$ cat src/rtl/obi_pkg.sv
`default_nettype none
// ============================================================================
//  Module      : obi_pkg
//  Description : Shared types and constants for the OBI manager front-end
//                and its companion subordinate.
//  Revision    : 1.0  initial release
// ============================================================================
package obi_pkg;

    // Manager FSM encoding; IDLE must stay 2'b00 so reset decodes as idle.
    typedef enum logic [1:0] {
        IDLE = 2'b00,
        ADDR = 2'b01,
        RESP = 2'b10,
        HOLD = 2'b11
    } obi_mgr_state_e;

    // Read data returned to the controller when the watchdog aborts an access.
    localparam logic [31:0] TIMEOUT_RDATA = 32'hDEAD_BEEF;

    // Read data a subordinate returns for an unmapped address.
    localparam logic [31:0] BAD_RDATA = 32'hBADC_AB1E;

endpackage
`default_nettype wire

$ cat src/rtl/obi_if.sv
`default_nettype none
// ============================================================================
//  Module      : obi_if
//  Description : OBI A/R channel bundle with manager and subordinate views.
//  Revision    : 1.0  initial release
// ============================================================================
interface obi_if #(
    parameter int ADDR_WIDTH = 32,
    parameter int DATA_WIDTH = 32
);
    logic                      req;
    logic                      gnt;
    logic [ADDR_WIDTH-1:0]     addr;
    logic                      we;
    logic [DATA_WIDTH/8-1:0]   be;
    logic [DATA_WIDTH-1:0]     wdata;
    logic                      rvalid;
    logic                      rready;
    logic [DATA_WIDTH-1:0]     rdata;
    logic                      err;

    modport master (
        output req, addr, we, be, wdata, rready,
        input  gnt, rvalid, rdata, err
    );

    modport slave (
        input  req, addr, we, be, wdata, rready,
        output gnt, rvalid, rdata, err
    );
endinterface
`default_nettype wire

$ cat src/rtl/obi_watchdog.sv
`default_nettype none
// ============================================================================
//  Module      : obi_watchdog
//  Description : Saturating per-phase cycle counter. Raises expire_o during
//                the LIMIT-th consecutive cycle spent in ADDR or RESP; the
//                count restarts whenever the observed state changes.
//                LIMIT = 0 disables the watchdog entirely.
//  Revision    : 1.0  initial release
// ============================================================================
module obi_watchdog
    import obi_pkg::*;
#(
    parameter int unsigned LIMIT = 16
) (
    input  wire logic           clk_i,
    input  wire logic           reset_ni,
    input  wire obi_mgr_state_e state_i,
    output logic                expire_o
);

    localparam int unsigned CNT_W = (LIMIT > 0) ? $clog2(LIMIT + 1) : 1;
    localparam int unsigned EXT_W = CNT_W + 1;

    generate
        if (LIMIT > 0) begin : g_enabled
            localparam logic [EXT_W-1:0] C_LIMIT = EXT_W'(LIMIT);

            logic [CNT_W-1:0] r_count;      // completed cycles in current phase
            obi_mgr_state_e   r_state_seen; // state observed on the previous cycle
            logic             w_active;
            logic             w_changed;
            logic [EXT_W-1:0] w_cycles;     // cycles in phase including this one

            assign w_active  = (state_i == ADDR) || (state_i == RESP);
            assign w_changed = (state_i != r_state_seen);
            assign w_cycles  = w_changed ? EXT_W'(1) : ({1'b0, r_count} + EXT_W'(1));
            assign expire_o  = w_active && (w_cycles >= C_LIMIT);

            // Track phase changes and count cycles, saturating at LIMIT.
            always_ff @(posedge clk_i or negedge reset_ni) begin
                if (!reset_ni) begin
                    r_count      <= '0;
                    r_state_seen <= IDLE;
                end else begin
                    r_state_seen <= state_i;
                    if (!w_active) begin
                        r_count <= '0;
                    end else if (w_cycles >= C_LIMIT) begin
                        r_count <= C_LIMIT[CNT_W-1:0];
                    end else begin
                        r_count <= w_cycles[CNT_W-1:0];
                    end
                end
            end
        end else begin : g_disabled
            assign expire_o = 1'b0;
        end
    endgenerate

endmodule
`default_nettype wire

$ cat src/rtl/obi_master.sv
`default_nettype none
// ============================================================================
//  Module      : obi_master
//  Description : OBI manager front-end. Accepts one command at a time from a
//                local controller, runs the A and R phases on the OBI bus and
//                holds the response until the controller takes it. A watchdog
//                aborts stalled phases and reports them as errors. Every
//                output is driven straight from a register.
//  Revision    : 1.0  initial release
// ============================================================================
module obi_master
    import obi_pkg::*;
#(
    parameter int ADDR_WIDTH     = 32,
    parameter int DATA_WIDTH     = 32,
    parameter int TIMEOUT_CYCLES = 16
) (
    input  wire logic                    clk_i,
    input  wire logic                    reset_ni,
    input  wire logic                    ctrl_valid_i,
    output logic                         ctrl_ready_o,
    input  wire logic                    ctrl_we_i,
    input  wire logic [ADDR_WIDTH-1:0]   ctrl_addr_i,
    input  wire logic [DATA_WIDTH-1:0]   ctrl_wdata_i,
    input  wire logic [DATA_WIDTH/8-1:0] ctrl_be_i,
    output logic                         ctrl_rvalid_o,
    input  wire logic                    ctrl_rready_i,
    output logic [DATA_WIDTH-1:0]        ctrl_rdata_o,
    output logic                         ctrl_err_o,
    obi_if.master                        obi
);

    localparam logic [DATA_WIDTH-1:0] C_TIMEOUT_RDATA = DATA_WIDTH'(TIMEOUT_RDATA);

    obi_mgr_state_e              r_state;
    logic                        r_ctrl_ready;
    logic                        r_ctrl_rvalid;
    logic [DATA_WIDTH-1:0]       r_ctrl_rdata;
    logic                        r_ctrl_err;
    logic                        r_req;
    logic [ADDR_WIDTH-1:0]       r_addr;
    logic                        r_we;
    logic [DATA_WIDTH/8-1:0]     r_be;
    logic [DATA_WIDTH-1:0]       r_wdata;
    logic                        r_rready;
    logic                        w_expire;

    obi_watchdog #(
        .LIMIT (TIMEOUT_CYCLES)
    ) u_watchdog (
        .clk_i    (clk_i),
        .reset_ni (reset_ni),
        .state_i  (r_state),
        .expire_o (w_expire)
    );

    assign ctrl_ready_o  = r_ctrl_ready;
    assign ctrl_rvalid_o = r_ctrl_rvalid;
    assign ctrl_rdata_o  = r_ctrl_rdata;
    assign ctrl_err_o    = r_ctrl_err;
    assign obi.req       = r_req;
    assign obi.addr      = r_addr;
    assign obi.we        = r_we;
    assign obi.be        = r_be;
    assign obi.wdata     = r_wdata;
    assign obi.rready    = r_rready;

    // Transaction FSM with registered bus and controller outputs.
    always_ff @(posedge clk_i or negedge reset_ni) begin
        if (!reset_ni) begin
            r_state       <= IDLE;
            r_ctrl_ready  <= 1'b0;
            r_ctrl_rvalid <= 1'b0;
            r_ctrl_rdata  <= '0;
            r_ctrl_err    <= 1'b0;
            r_req         <= 1'b0;
            r_addr        <= '0;
            r_we          <= 1'b0;
            r_be          <= '0;
            r_wdata       <= '0;
            r_rready      <= 1'b0;
        end else begin
            case (r_state)
                IDLE: begin
                    r_ctrl_ready <= 1'b1;
                    if (ctrl_valid_i && r_ctrl_ready) begin
                        r_ctrl_ready <= 1'b0;
                        r_addr       <= ctrl_addr_i;
                        r_we         <= ctrl_we_i;
                        r_be         <= ctrl_be_i;
                        r_wdata      <= ctrl_wdata_i;
                        r_req        <= 1'b1;
                        r_state      <= ADDR;
                    end
                end
                ADDR: begin
                    // A grant on the expiry edge still completes normally.
                    if (obi.gnt) begin
                        r_req    <= 1'b0;
                        r_rready <= 1'b1;
                        r_state  <= RESP;
                    end else if (w_expire) begin
                        // Request withdrawn without a grant: reported as an error.
                        r_req         <= 1'b0;
                        r_ctrl_rdata  <= C_TIMEOUT_RDATA;
                        r_ctrl_err    <= 1'b1;
                        r_ctrl_rvalid <= 1'b1;
                        r_state       <= HOLD;
                    end
                end
                RESP: begin
                    if (obi.rvalid) begin
                        r_rready      <= 1'b0;
                        r_ctrl_rdata  <= obi.rdata;
                        r_ctrl_err    <= obi.err;
                        r_ctrl_rvalid <= 1'b1;
                        r_state       <= HOLD;
                    end else if (w_expire) begin
                        r_rready      <= 1'b0;
                        r_ctrl_rdata  <= C_TIMEOUT_RDATA;
                        r_ctrl_err    <= 1'b1;
                        r_ctrl_rvalid <= 1'b1;
                        r_state       <= HOLD;
                    end
                end
                HOLD: begin
                    if (ctrl_rready_i) begin
                        r_ctrl_rvalid <= 1'b0;
                        r_ctrl_ready  <= 1'b1;
                        r_state       <= IDLE;
                    end
                end
                default: begin
                    r_state <= IDLE;
                end
            endcase
        end
    end

endmodule
`default_nettype wire

$ cat src/flat_wrapper.sv
// flat-port wrapper written by rule: the top's interface ports become plain ports
module obi_master_flat import obi_pkg::*;
#(
    parameter int ADDR_WIDTH     = 32,
    parameter int DATA_WIDTH     = 32,
    parameter int TIMEOUT_CYCLES = 16
)
  (clk_i, reset_ni, ctrl_valid_i, ctrl_ready_o, ctrl_we_i, ctrl_addr_i, ctrl_wdata_i, ctrl_be_i, ctrl_rvalid_o, ctrl_rready_i, ctrl_rdata_o, ctrl_err_o, obi_req, obi_addr, obi_we, obi_be, obi_wdata, obi_rready, obi_gnt, obi_rvalid, obi_rdata, obi_err);
  obi_if #(.ADDR_WIDTH(ADDR_WIDTH), .DATA_WIDTH(DATA_WIDTH)) obi_i ();
  input  wire logic clk_i;
  input  wire logic reset_ni;
  input  wire logic ctrl_valid_i;
  output logic ctrl_ready_o;
  input  wire logic ctrl_we_i;
  input  wire logic [ADDR_WIDTH-1:0] ctrl_addr_i;
  input  wire logic [DATA_WIDTH-1:0] ctrl_wdata_i;
  input  wire logic [DATA_WIDTH/8-1:0] ctrl_be_i;
  output logic ctrl_rvalid_o;
  input  wire logic ctrl_rready_i;
  output logic [DATA_WIDTH-1:0] ctrl_rdata_o;
  output logic ctrl_err_o;
  output wire logic [$bits(obi_i.req)-1:0] obi_req;
  output wire logic [$bits(obi_i.addr)-1:0] obi_addr;
  output wire logic [$bits(obi_i.we)-1:0] obi_we;
  output wire logic [$bits(obi_i.be)-1:0] obi_be;
  output wire logic [$bits(obi_i.wdata)-1:0] obi_wdata;
  output wire logic [$bits(obi_i.rready)-1:0] obi_rready;
  input wire logic [$bits(obi_i.gnt)-1:0] obi_gnt;
  input wire logic [$bits(obi_i.rvalid)-1:0] obi_rvalid;
  input wire logic [$bits(obi_i.rdata)-1:0] obi_rdata;
  input wire logic [$bits(obi_i.err)-1:0] obi_err;
  assign obi_req = obi_i.req;
  assign obi_addr = obi_i.addr;
  assign obi_we = obi_i.we;
  assign obi_be = obi_i.be;
  assign obi_wdata = obi_i.wdata;
  assign obi_rready = obi_i.rready;
  assign obi_i.gnt = obi_gnt;
  assign obi_i.rvalid = obi_rvalid;
  assign obi_i.rdata = obi_rdata;
  assign obi_i.err = obi_err;
  obi_master #(.ADDR_WIDTH(ADDR_WIDTH), .DATA_WIDTH(DATA_WIDTH), .TIMEOUT_CYCLES(TIMEOUT_CYCLES)) u_core (.clk_i(clk_i), .reset_ni(reset_ni), .ctrl_valid_i(ctrl_valid_i), .ctrl_ready_o(ctrl_ready_o), .ctrl_we_i(ctrl_we_i), .ctrl_addr_i(ctrl_addr_i), .ctrl_wdata_i(ctrl_wdata_i), .ctrl_be_i(ctrl_be_i), .ctrl_rvalid_o(ctrl_rvalid_o), .ctrl_rready_i(ctrl_rready_i), .ctrl_rdata_o(ctrl_rdata_o), .ctrl_err_o(ctrl_err_o), .obi(obi_i));
endmodule
$ cat config.mk
export PLATFORM = sky130hd
export DESIGN_NAME = obi_master_flat
export DESIGN_NICKNAME = d
export VERILOG_FILES = /design/src/rtl/obi_pkg.sv /design/src/rtl/obi_if.sv /design/src/rtl/obi_watchdog.sv /design/src/rtl/obi_master.sv /design/src/flat_wrapper.sv
export SDC_FILE = /design/constraint.sdc
export NUM_CORES = 1
export LEC_CHECK = 0
export CORE_MARGIN = 4
export CORE_UTILIZATION = 31
export CTS_CLUSTER_DIAMETER = 60
export DETAILED_ROUTE_END_ITERATION = 8
export PLACE_DENSITY = 0.67
export SLEW_MARGIN = 20
export SYNTH_ARGS = -nofsm -noshare
export SYNTH_HDL_FRONTEND = slang
export SYNTH_SLANG_ARGS = --single-unit
$ cat constraint.sdc
create_clock -name clk_i -period 2.6 [get_ports clk_i]
set_clock_uncertainty 0.05 [all_clocks]
set_input_delay 0.39 -clock clk_i [delete_from_list [all_inputs] [get_ports clk_i]]
set_output_delay 0.39 -clock clk_i [all_outputs]
set_load 0.005 [all_outputs]
* Yosys cells after proc, flatten, opt, wreduce, memory -nomap -nowiden
Cells that the tools add are included.
** Word-level totals
- Register bits :: 115
- Logic and storage cells :: 72
- Memory bits (read-only) :: 0
- Bits in writable memories :: 0
- Latch bits :: 0
- Memories :: 0
** Cells by class
- Div/mod/pow operators :: 0
- Bitwise logic cells :: 0
- Equal/unequal tests :: 10
- Shifts and indexed selects :: 0
- Add/sub/neg operators :: 1
- Multiply operators :: 0
- Multiplexer cells :: 32
- Magnitude comparators :: 1
- Reduce and logical (&&, ||, !) cells :: 15
** Operators by type and width (number)
- 32-bit 2-to-1 mux :: 3
- 32-bit case mux with 2 select lines :: 1
- 1-bit 2-to-1 mux :: 14
- 2-bit 2-to-1 mux :: 5
- 5-bit 2-to-1 mux :: 2
- 3-bit AND reduction :: 3
- 1-bit case mux with 2 select lines :: 4
- 2-bit case mux with 4 select lines :: 1
- 2-bit AND reduction :: 4
- 5-bit by 1-bit adder with 6-bit output, second input constant :: 1
- 6-bit by 5-bit >= comparator with 1-bit output, second input constant :: 1
- 6-bit 2-to-1 mux :: 1
- 2-bit inequality test, second input constant :: 3
- 3-bit inequality test, second input constant :: 2
- 2-bit nonzero test :: 3
- 2-bit == test, second input constant :: 2
- 1-bit case mux with 3 select lines :: 1
- 3-bit nonzero test :: 1
- 2-bit by 1-bit == test with 1-bit output, second input constant :: 1
- 1-bit logical AND :: 2
- 2-bit logical NOT :: 1
- 2-bit by 1-bit inequality test with 1-bit output, second input constant :: 1
- 2-bit inequality test :: 1
- 1-bit logical OR :: 1

* Logic depth before layout (Yosys ltp)
- Depth after elaboration :: 7
- Gate-level depth with buffers :: 8

* Modules after synthesis
From an unflattened synthesis, not the netlist that was laid out.
** Unflattened totals
- Cells, all modules :: 295
- Area, all modules :: 4566.9 µm²
** By module, submodules not included
- obi_master :: cells each 265, area each 4237.8 µm², times used 1, sequential area each 2702.6 µm²
- obi_watchdog :: cells each 30, area each 329.1 µm², times used 1, sequential area each 175.2 µm²

* Least setup slack after synthesis
No wires, ideal clock.
- Kind :: register to register
- Start :: register u_core.r_state[0]
- End :: register u_core.r_ctrl_err, in the netlist u_core.ctrl_err_o
- Arrival :: 1.579 ns
- Slack :: 0.847 ns
- Data required time :: 2.426 ns
- Setup time :: 0.124 ns
- Cell stages (with the launch flop) :: 8
- Clock period less this slack :: 1.753 ns
- Buffers on the path :: 1
- Path through :: dfrtp_1 -> inv_1 -> ha_1 -> a21boi_4 -> nand2_2 -> buf_2 -> o22ai_1 -> a21oi_2
** On the way
- Longest elaborated chain between the ends :: 7
** RTL lines
- start: declaration :: line obi_master.sv:35 : obi_mgr_state_e r_state;
- start signal: assignment :: line obi_master.sv:71 : r_state <= IDLE;
- start signal: assignment :: line obi_master.sv:93 : r_state <= ADDR;
- start signal: assignment :: line obi_master.sv:101 : r_state <= RESP;
- 2-bit inequality test :: line obi_watchdog.sv:35 : assign w_changed = (state_i != r_state_seen);
- 6-bit 2-to-1 mux :: line obi_watchdog.sv:36 : assign w_cycles = w_changed ? EXT_W'(1) : ({1'b0, r_count} + EXT_W'(1));
- 6-bit by 5-bit >= comparator with 1-bit output :: line obi_watchdog.sv:37 : assign expire_o = w_active && (w_cycles >= C_LIMIT);
- 1-bit logical AND :: line obi_watchdog.sv:37
- 1-bit 2-to-1 mux
- 1-bit 2-to-1 mux, on equally long branches
- 1-bit case mux with 2 select lines :: line obi_master.sv:83 : case (r_state)
- end signal: assignment :: line obi_master.sv:115 : r_ctrl_err <= obi.err;
- end: declaration :: line obi_master.sv:39 : logic r_ctrl_err;
Parallel ways exist; a longest one is shown, timed or not. The select of a mux whose other input is x is not followed.
A chain may end at the register's enable or synchronous reset.

* Worst setup path after layout
- Start :: register u_core.r_state[1]
- End :: register u_core.r_ctrl_rdata[31], in the netlist u_core.ctrl_rdata_o[31]
** On the way
- Longest elaborated chain between the ends :: 7
** RTL lines
- 2-bit inequality test :: line obi_watchdog.sv:35
- 6-bit 2-to-1 mux :: line obi_watchdog.sv:36
- 6-bit by 5-bit >= comparator with 1-bit output :: line obi_watchdog.sv:37
- 1-bit logical AND :: line obi_watchdog.sv:37
- 32-bit 2-to-1 mux
- 32-bit 2-to-1 mux, on equally long branches
- 32-bit case mux with 2 select lines :: line obi_master.sv:83
- end signal: assignment :: line obi_master.sv:114 : r_ctrl_rdata <= obi.rdata;
- end: declaration :: line obi_master.sv:38 : logic [DATA_WIDTH-1:0] r_ctrl_rdata;
Parallel ways exist; a longest one is shown, timed or not. The select of a mux whose other input is x is not followed.

==> flow_summary.toml <==
[outcome]
status = "finished clean"

[worst_setup_path]
slowest_stage = "dfrtp_1"
endpoint = "u_core.ctrl_rdata_o[31]$_DFFE_PN0P_"
critical_path_class = "flop to flop"
slowest_delay_ps = 470
critical_path_required_ps = 2830
r2r-end = "u_core.ctrl_rdata_o[31]$_DFFE_PN0P_"
rr_startpoint = "u_core.r_state[1]$_DFFE_PN0P_"
setup.worst_path.start = "u_core.r_state[1]$_DFFE_PN0P_"
arrival_ps = 2280
regToRegSetupSlack_ps = 540
crit_chain = "inv_1, ha_1, a21boi_4, nand2_2, o22ai_1, a21oi_2"
crit_fanout = 25
r2r_cells = 6
critPathLaunchType = "flop"
cp-end-kind = "flop"

[clock_network]
cts-root-buf = "clkbuf_16"
path_clk_slew_ps = 50
cts_tree = "built"
htreeDepth = 4
clock_latency_ps = 410
hold_buffers = 1
ctsResizeCount = 0
cts_buffers = 17
post-cts-setup-buffers = 0
cts_buffer_depth = 2
cts_sinks = 115

[detailed_routing]
first_iter_violations = 135
vias = 3807
drcViolationCount = 0
ant_nets = 0
wl_per_cell_um = 16.63
wl_um = 13110
firstDrtPassIters = 4
vias_per_cell = 4.831

[finish]
diodes = 0
finalNetCount = 700
drive_gt1_frac = 0.2333
final_util = 0.5100
area_growth_syn_to_layout_pct = 61.17

[die]
rows = 45
core_area_um2 = 15200
ioPinCount = 214
initial_core_util = 0.3165
die_w_um = 132.6
dieArea_um2 = 17580
die_h_um = 132.6

[power]
power_mw = 8.950
power_leakage_nw = 3.201
cellPowerDensity_nw_per_um2 = 1154
vdd_drop_max_uv = 719.5

[logic_synthesis]
ys_ff_latch = 115
synth_area_per_cell_um2 = 13.04
synthTopCellsByArea = "dfrtp_1 (60%), mux2_2 (16%), a21oi_2 (3.6%), o22ai_1 (3.3%), nor2_1 (2.3%)"
synth.most_common_cell = "dfrtp_1"
synthSimpleGateAreaFrac = 0.05592
synth-compound-area-share = 0.1345
muxShareOfSynthArea = 0.1638
synthCells = 369
synth_edf_count = 0
ys_types = 41
yosysTopAreaCell = "dfrtp_1"
ys_async_sr_fraction = 1.000
seq_area_frac_synth = 0.5982
synth_top_cell_area_share = 0.5982
synth_fa_ha_area_frac = 0.01300
synth_xor_area_frac = 0.007282
ys.warnings.count = 0
synthTopCellsByCount = "dfrtp_1 (115), mux2_2 (70), nor2_1 (30), o22ai_1 (25), a21oi_2 (20)"
netlist_area_um2 = 4811
synth_nets = 482
synth_top_family_by_area = "multiplexers"
ys.flop_type = "dfrtp_1"

[timing]
rsz0062_at_grt = "no"
min_period_ps = 2056
fmax_mhz = 486.5
slew_headroom = 0.5870
final.setup.worst_slack_ps = 544.4
worst_slew_pin_slew_ps = 619.5
setup_tns_ps = 0
finalCritPeriodShare = 0.7906
hold_viol = 0
slew_viol_final = 0
setup_viol_count_final = 0

[run]
maxCapViolCount = 0

[placed_design]
gp_congestion = 0.8133
dpl_worst_slack_ps = 525.9
dp_hpwl_um = 9341
port-buffer-count = 213

[min_path]
hp-class = "flop to flop"

[global_route]
grt_pass1_vias = 4116
antenna_found_initial = 0
grt_pass1_wl_um = 21630
overflow = 0
track_usage = 0.1534
grt_max_degree = 71
[critical path, delay by kind of cell, from the launching register on]
family          cells  cell delay (ps)
compound gates      3              550
flops               1              470
fa+ha+maj           1              410
simple gates        1              310
buf+inv             1              120
[power by group]
part | switching (mW) | internal [mW]
sequential | 0.420 | 2.51
clock | 0.819 | 1.52
combinational | 1.39 | 2.29
[how the worst min path moves through the flow]
stage / start / to / cells past startpoint
2_1_floorplan: reset_ni / u_core.ctrl_err_o$_DFFE_PN0P_ / 0
3_3_place_gp: reset_ni / u_core.ctrl_rdata_o[24]$_DFFE_PN0P_ / 1
3_5_place_dp: reset_ni / u_core.ctrl_rdata_o[24]$_DFFE_PN0P_ / 1
4_1_cts: u_core.obi.wdata[4]$_DFFE_PN0P_ / u_core.obi.wdata[4]$_DFFE_PN0P_ / 1
5_1_grt: u_core.obi.wdata[17]$_DFFE_PN0P_ / u_core.obi.wdata[17]$_DFFE_PN0P_ / 1
6_report: u_core.obi.wdata[21]$_DFFE_PN0P_ / u_core.obi.wdata[21]$_DFFE_PN0P_ / 1
[area by class of cell]
type / instances / area [um2]
Clock buffer: 18 / 439.2
Clock inverter: 14 / 162.7
Fill cell: 1320 / 7448
Inverter: 6 / 22.52
Multi-Input combinational cell: 228 / 1814
Sequential cell: 115 / 2878
Tap cell: 188 / 235.2
Timing Repair Buffer: 219 / 2202
[metrics by stage]
step / area [um2] / hold WS (ps) / instances
4_1_cts: 7754 / 455.2 / 788
5_1_grt: 7754 / 468.8 / 788
3_5_place_dp: 7142 / 385.0 / 755
6_report: 7754 / 451.9 / 788
3_3_place_gp: 7142 / 375.2 / 755
2_1_floorplan: 4811 / 44.41 / 369
[metal layers]
| metal | global-route usage | vias to the layer above | part of all wire |
|---|---|---|---|
| met3 | 0.06806 | 26 | 0.094 |
| met1 | 0.1853 | 1859 | 0.42 |
| met5 | 0 | - | 0 |
| met2 | 0.2377 | 162 | 0.46 |
| li1 | - | 1760 | - |
| met4 | 0.06755 | 0 | 0.025 |
[sequential cells by signal (all words and copies together) (netlist names), 2 cells and up]
signal and flops:
u_core.ctrl_rdata_o 32, u_core.obi.addr 32, u_core.obi.be 4, u_core.obi.wdata 32, u_core.r_state 2, u_core.u_watchdog.g_enabled.r_count 5
u_core.u_watchdog.g_enabled.r_state_seen 2
[layout by cell type, fill, tap and decap left out, drive strengths merged, types with 2 or more instances in the layout]
| cell | Yosys | final |
|---|---|---|
| a41oi | 2 | 2 |
| nand3 | 2 | 2 |
| xor2 | 3 | 3 |
| clkinv | 0 | 7 |
| nor2 | 31 | 31 |
| ha | 5 | 5 |
| mux2 | 70 | 70 |
| clkinvlp | 0 | 4 |
| buf | 14 | 6 |
| inv | 6 | 6 |
| o21ai | 14 | 14 |
| a22oi | 8 | 8 |
| clkbuf | 6 | 18 |
| a31oi | 2 | 2 |
| a21boi | 2 | 2 |
| bufinv | 0 | 3 |
| o22ai | 25 | 25 |
| clkdlybuf4s50 | 0 | 212 |
| nand2 | 18 | 18 |
| a21oi | 29 | 29 |
| and2 | 4 | 4 |
| dfrtp | 115 | 115 |
[logic make-up after synthesis]
family	count (synthesis)
flip-flops	115
AO/OA/AOI/OAI	89
multiplexers	70
AND/OR/NAND/NOR	60
buffers and inverters	26
adder cells (fa/ha/maj)	5
XOR/XNOR	4
(Power assumes the default switching activity.)
==> edit 1 (config.mk and constraints unchanged) <==
`DATA_WIDTH` is set to 32 in 3 places; all go to 48.
--- a/src/rtl/obi_if.sv
+++ b/src/rtl/obi_if.sv
@@ -6,7 +6,7 @@
 // ============================================================================
 interface obi_if #(
     parameter int ADDR_WIDTH = 32,
-    parameter int DATA_WIDTH = 32
+    parameter int DATA_WIDTH = 48
 );
     logic                      req;
     logic                      gnt;
--- a/src/rtl/obi_master.sv
+++ b/src/rtl/obi_master.sv
@@ -12,7 +12,7 @@
     import obi_pkg::*;
 #(
     parameter int ADDR_WIDTH     = 32,
-    parameter int DATA_WIDTH     = 32,
+    parameter int DATA_WIDTH     = 48,
     parameter int TIMEOUT_CYCLES = 16
 ) (
     input  wire logic                    clk_i,
--- a/src/flat_wrapper.sv
+++ b/src/flat_wrapper.sv
@@ -2,7 +2,7 @@
 module obi_master_flat import obi_pkg::*;
 #(
     parameter int ADDR_WIDTH     = 32,
-    parameter int DATA_WIDTH     = 32,
+    parameter int DATA_WIDTH     = 48,
     parameter int TIMEOUT_CYCLES = 16
 )
   (clk_i, reset_ni, ctrl_valid_i, ctrl_ready_o, ctrl_we_i, ctrl_addr_i, ctrl_wdata_i, ctrl_be_i, ctrl_rvalid_o, ctrl_rready_i, ctrl_rdata_o, ctrl_err_o, obi_req, obi_addr, obi_we, obi_be, obi_wdata, obi_rready, obi_gnt, obi_rvalid, obi_rdata, obi_err);
Ports: changed (6 resized); port bits go from 214 to 282. No check against the original RTL was run, so the function may have changed too.
==> edit 1 against the original RTL <==
Non-clock buffer count increased by 75; design area rose by 27%; critical endpoint is now u_core.ctrl_rdata_o[36]; wire length is 31% higher; worst setup slack lost 0.047 ns; sequential power increased by 28%; area after synthesis rose by 28%; total power grew 22%; sequential cell count increased by 34; hold slack better by 0.0014 ns.
==> edit 1: results (changes against the original RTL) <==
Max H-tree Level -> 4 (unchanged)
Seq/Total Area, Yosys -> 60.62% (+0.80 points)
Global-route usage over all layers -> 15.08% (-0.27 points)
Vias in the first global route -> 5043 (+23%)
VDD IR max -> 0.4918 mV (-32%)
Hold endpoint -> u_core.obi.addr[8]
Top cells by area, synth -> dfrtp_1, mux2_2, a22oi_1, o22ai_1, a21oi_1
Wire length of the first global-routing pass -> 26790 um (+24%)
Slowest cell on the critical path -> dfrtp_1
DR WL/cell -> 16.51 um (-0.72%)
Hold path start -> u_core.obi.addr[8]
Post-CTS setup buffers -> 0 (unchanged)
Post-synthesis xor/xnor area fraction -> 0.5696% (-0.16 points)
Fin crit share -> 80.87% (+1.8 points)
Hold Path Class -> reg -> reg
Num CTS Buffers -> 17 (unchanged)
R2R setup slack -> 0.50 ns (-0.05 ns)
Post-Synthesis Cells -> 479 (+30%)
Pre-CTS WS -> 0.5092 ns (-0.01672 ns)
Placed cells -> 1008 (+34%)
Drt first pass iters -> 5 (+1)
Synth top cells by count -> dfrtp_1, mux2_2, nand2_1
Adder-Cell Fraction of Synth Area -> 1.017% (-0.28 points)
Vias per std cell -> 4.625 (-4.3%)
Antenna violations before repair -> 0 (unchanged)
Crit-path leading delay family -> compound AO/OA/AOI/OAI gates
Yosys warning total -> 0 (unchanged)
Distinct cells, synth -> 43 (+4.9%)
Post-DP Area -> 9259 um2 (+30%)
CTS Hold Buffers Added -> 1 (unchanged)
Share of the synthesized area in the top cell type -> 60.62% (+0.80 points)
Fillcell total -> 1751 (+33%)
DRT iter0 DRCs -> 173 (+28%)
Via count -> 4815 (+26%)
Post-Syn Nets -> 626 (+30%)
Worst slew margin -> 59.97% (+1.3 points)
CP max FO -> 24 (-4.0%)
Crit path DAT -> 2.39 ns (+0.11 ns)
Leakage -> 4.134 nW (+29%)
Synth async-reset ratio -> 100.0% (unchanged)
Placer Congestion -> 0.7666 (-5.7%)
RR Endpoint -> u_core.ctrl_rdata_o[36]
Hold_ws -> 0.4534 ns (+0.001433 ns)
CTS Buffer Depth -> 2 (unchanged)
Setup-failing EPs final -> 0 (unchanged)
Nets -> 910 (+30%)
Post-CTS sizing -> 0 (unchanged)
Mux contribution to synthesized area -> 16.52% (+0.13 points)
Skew-Pair Late Insertion Delay -> 0.42 ns
Status -> finished, final reports clean
Dpl hpwl -> 12370 um (+32%)
Compound-cell area share of the yosys netlist -> 12.12% (-1.3 points)
Largest net degree at the start of global routing -> 63 (-11%)
PortBufs -> 281 (+32%)
Layout cell share with drive strength beyond 1 -> 18.43% (-4.9 points)
FF-to-FF path depth -> 6 (unchanged)
Hold Crit Depth -> 1 (unchanged)
## edit 1: cell types whose count changed after synthesis, sizes merged, moves of 2 or more
cell and change:
a22oi +16, and3 +3, buf +9, dfrtp +34, mux2 +19, nand2 +17
o21ai +17, xnor2 +2, xor2 -2
## edit 1: layout make-up
type	instances	area, um2	area share [%]
Sequential cell	149	3729	37.76
Timing Repair Buffer	294	2964	30.02
Multi-Input combinational cell	296	2226	22.54
Clock buffer	18	439.2	4.448
Tap cell	265	331.6	3.358
Clock inverter	14	165.2	1.673
Inverter	5	18.77	0.1901
## edit 1: routing by layer
layer | wire [um] | vias to the layer above | GRT usage (%)
li1 | - | 2288 | -
met1 | 7301 | 2353 | 18.93
met2 | 8398 | 163 | 24.62
met3 | 1362 | 11 | 6.047
met4 | 125 | 0 | 3.478
met5 | 0 | - | 0
## edit 1: report_power, final
group	leakage, nW	internal [mW]	total [mW]	switching (mW)
logic	2.10	2.99	4.71	1.72
registers	1.75	3.22	3.74	0.514
clock network	0.284	1.47	2.51	1.04
==> edit 2 (same settings) <==
Made on the original files. Re-encode `obi_mgr_state_e` (4 states) as Gray code, 2 bits wide.
--- a/src/rtl/obi_pkg.sv
+++ b/src/rtl/obi_pkg.sv
@@ -11,8 +11,8 @@
     typedef enum logic [1:0] {
         IDLE = 2'b00,
         ADDR = 2'b01,
-        RESP = 2'b10,
-        HOLD = 2'b11
+        RESP = 2'b11,
+        HOLD = 2'b10
     } obi_mgr_state_e;
 
     // Read data returned to the controller when the watchdog aborts an access.
Function: no difference found for any inputs over 10 cycles, from zero or initial values and one cycle with reset_ni low; not proved beyond that.
==> edit 2 against the original RTL <==
Wire length shrank 6.5%; area after synthesis shrank 6.1%; synthesized cell count fell by 4.6%; via count shrank 8.0%; worst setup slack got worse by 0.12 ns; final cell count shrank 2.9%; design area down 3.5%; sequential cell count did not move; total power up 2.2%; first-iteration DRC count fell by 28%; non-clock buffer count is 1 higher; clock power up 3%; sequential share of layout area is 1.3 points higher; combinational power fell by 4%; critical path type unchanged; critical endpoint is now u_core.ctrl_rdata_o[22]; largest power group unchanged.
==> edit 2: results (changes against the original RTL) <==
# clk buffers -> 23 (+5)
Max incr delay on CP -> 0.75 ns (+0.28 ns)
M2 GR Usage -> 24.42% (+0.65 points)
Post-synthesis xor/xnor area fraction -> 0.7752% (+0.047 points)
Met3 WL -> 1303 um (+6.0%)
Layout Area Growth over Synthesis -> 65.64%
# Taps -> 180 (-4.3%)
Seq/Total Area, Yosys -> 63.68% (+3.9 points)
DR WL met2 -> 6046 um (-0.35%)
Total Power -> 9.149 mW (+2.2%)
Compound-cell area share of the yosys netlist -> 2.713% (-11 points)
Vias per std cell -> 4.579 (-5.2%)
Top cells by area, synth -> dfrtp_1, mux2_2, nand2_1, nand3_2, nor2_1
Clock Power -> 2.40 mW (+3%)
CP max FO -> 8 (-68%)
Pre-CTS WS -> 0.4767 ns (-0.04921 ns)
Sequential cell area share -> 38.44% (+1.3 points)
Placed cells -> 732 (-3.0%)
Slowest cell on the critical path -> nor4_2
Seq power -> 3.22 mW (+9.9%)
Metal-1 WL -> 4764 um (-13%)
Adder-Cell Fraction of Synth Area -> 0.2769% (-1.0 points)
Leakage -> 3.197 nW (-0.13%)
Post-Synthesis Cells -> 352 (-4.6%)
Met1 GRT Util -> 16.77% (-1.8 points)
Mux contribution to synthesized area -> 17.19% (+0.81 points)
Post-DP Area -> 6853 um2 (-4.0%)
VDD IR max -> 0.7592 mV (+5.5%)
Wire length of the first global-routing pass -> 19310 um (-11%)
Global-route usage over all layers -> 14.87% (-0.47 points)
Multi-input combinational area share -> 20.56% (-2.8 points)
Dpl hpwl -> 8906 um (-4.7%)
Worst slew margin -> 45.50% (-13 points)
Vias in the first global route -> 3802 (-7.6%)
Crit-path leading delay family -> simple AND/OR/NAND/NOR gates
Largest net degree at the start of global routing -> 72 (+1.4%)
Total Wirelength -> 12250 um (-6.5%)
Invs w/o clock -> 3 (-3)
DR WL/cell -> 16.01 um (-3.7%)
Met3 GRT Util -> 7.970% (+1.2 points)
Layout cell share with drive strength beyond 1 -> 20.51% (-2.8 points)
Status -> finished, final reports clean
Multi-input gates -> 215 (-5.7%)
Layout clock area frac -> 8.324% (+0.56 points)
Fillcell total -> 1211 (-8.3%)
Placer Congestion -> 0.7727 (-5.0%)
Post-Syn Nets -> 461 (-4.4%)
Final non-clock buffer share -> 29.52% (+1.1 points)
Nets -> 681 (-2.7%)
Cell-internal power -> 6.643 mW (+5.1%)
Distinct cells, synth -> 32 (-22%)
Non-clk bufs -> 220 (+0.46%)
==> edit 2: cell types whose count changed in the layout (fill, tap and decap cells not counted), moves of 4 or more <==
cell and change:
nand3_2 +10, clkbuf_8 +4, a21oi_1 -6, nand2_1 +38
nand3_1 +16, nor2_1 -6, a22oi_1 -8, o22ai_1 -25
nor3_1 +9, o21ai_1 -8, ha_1 -4, a21oi_2 -20
==> edit 2: final timing paths <==
check / start / end / slack [ns] / cells past startpoint
max: u_core.u_watchdog.g_enabled.r_count[0] / u_core.ctrl_rdata_o[22] / 0.43 / 5
min: u_core.ctrl_rdata_o[1] / u_core.ctrl_rdata_o[1] / 0.44 / 2
max reg2reg: u_core.u_watchdog.g_enabled.r_count[0] / u_core.ctrl_rdata_o[22] / 0.43 / 5
min in group asynchronous: reset_ni / u_core.r_state[0] / 0.52 / 2
min reg2reg: u_core.ctrl_rdata_o[1] / u_core.ctrl_rdata_o[1] / 0.44 / 2
max in group asynchronous: reset_ni / u_core.obi.addr[0] / 1.25 / 3
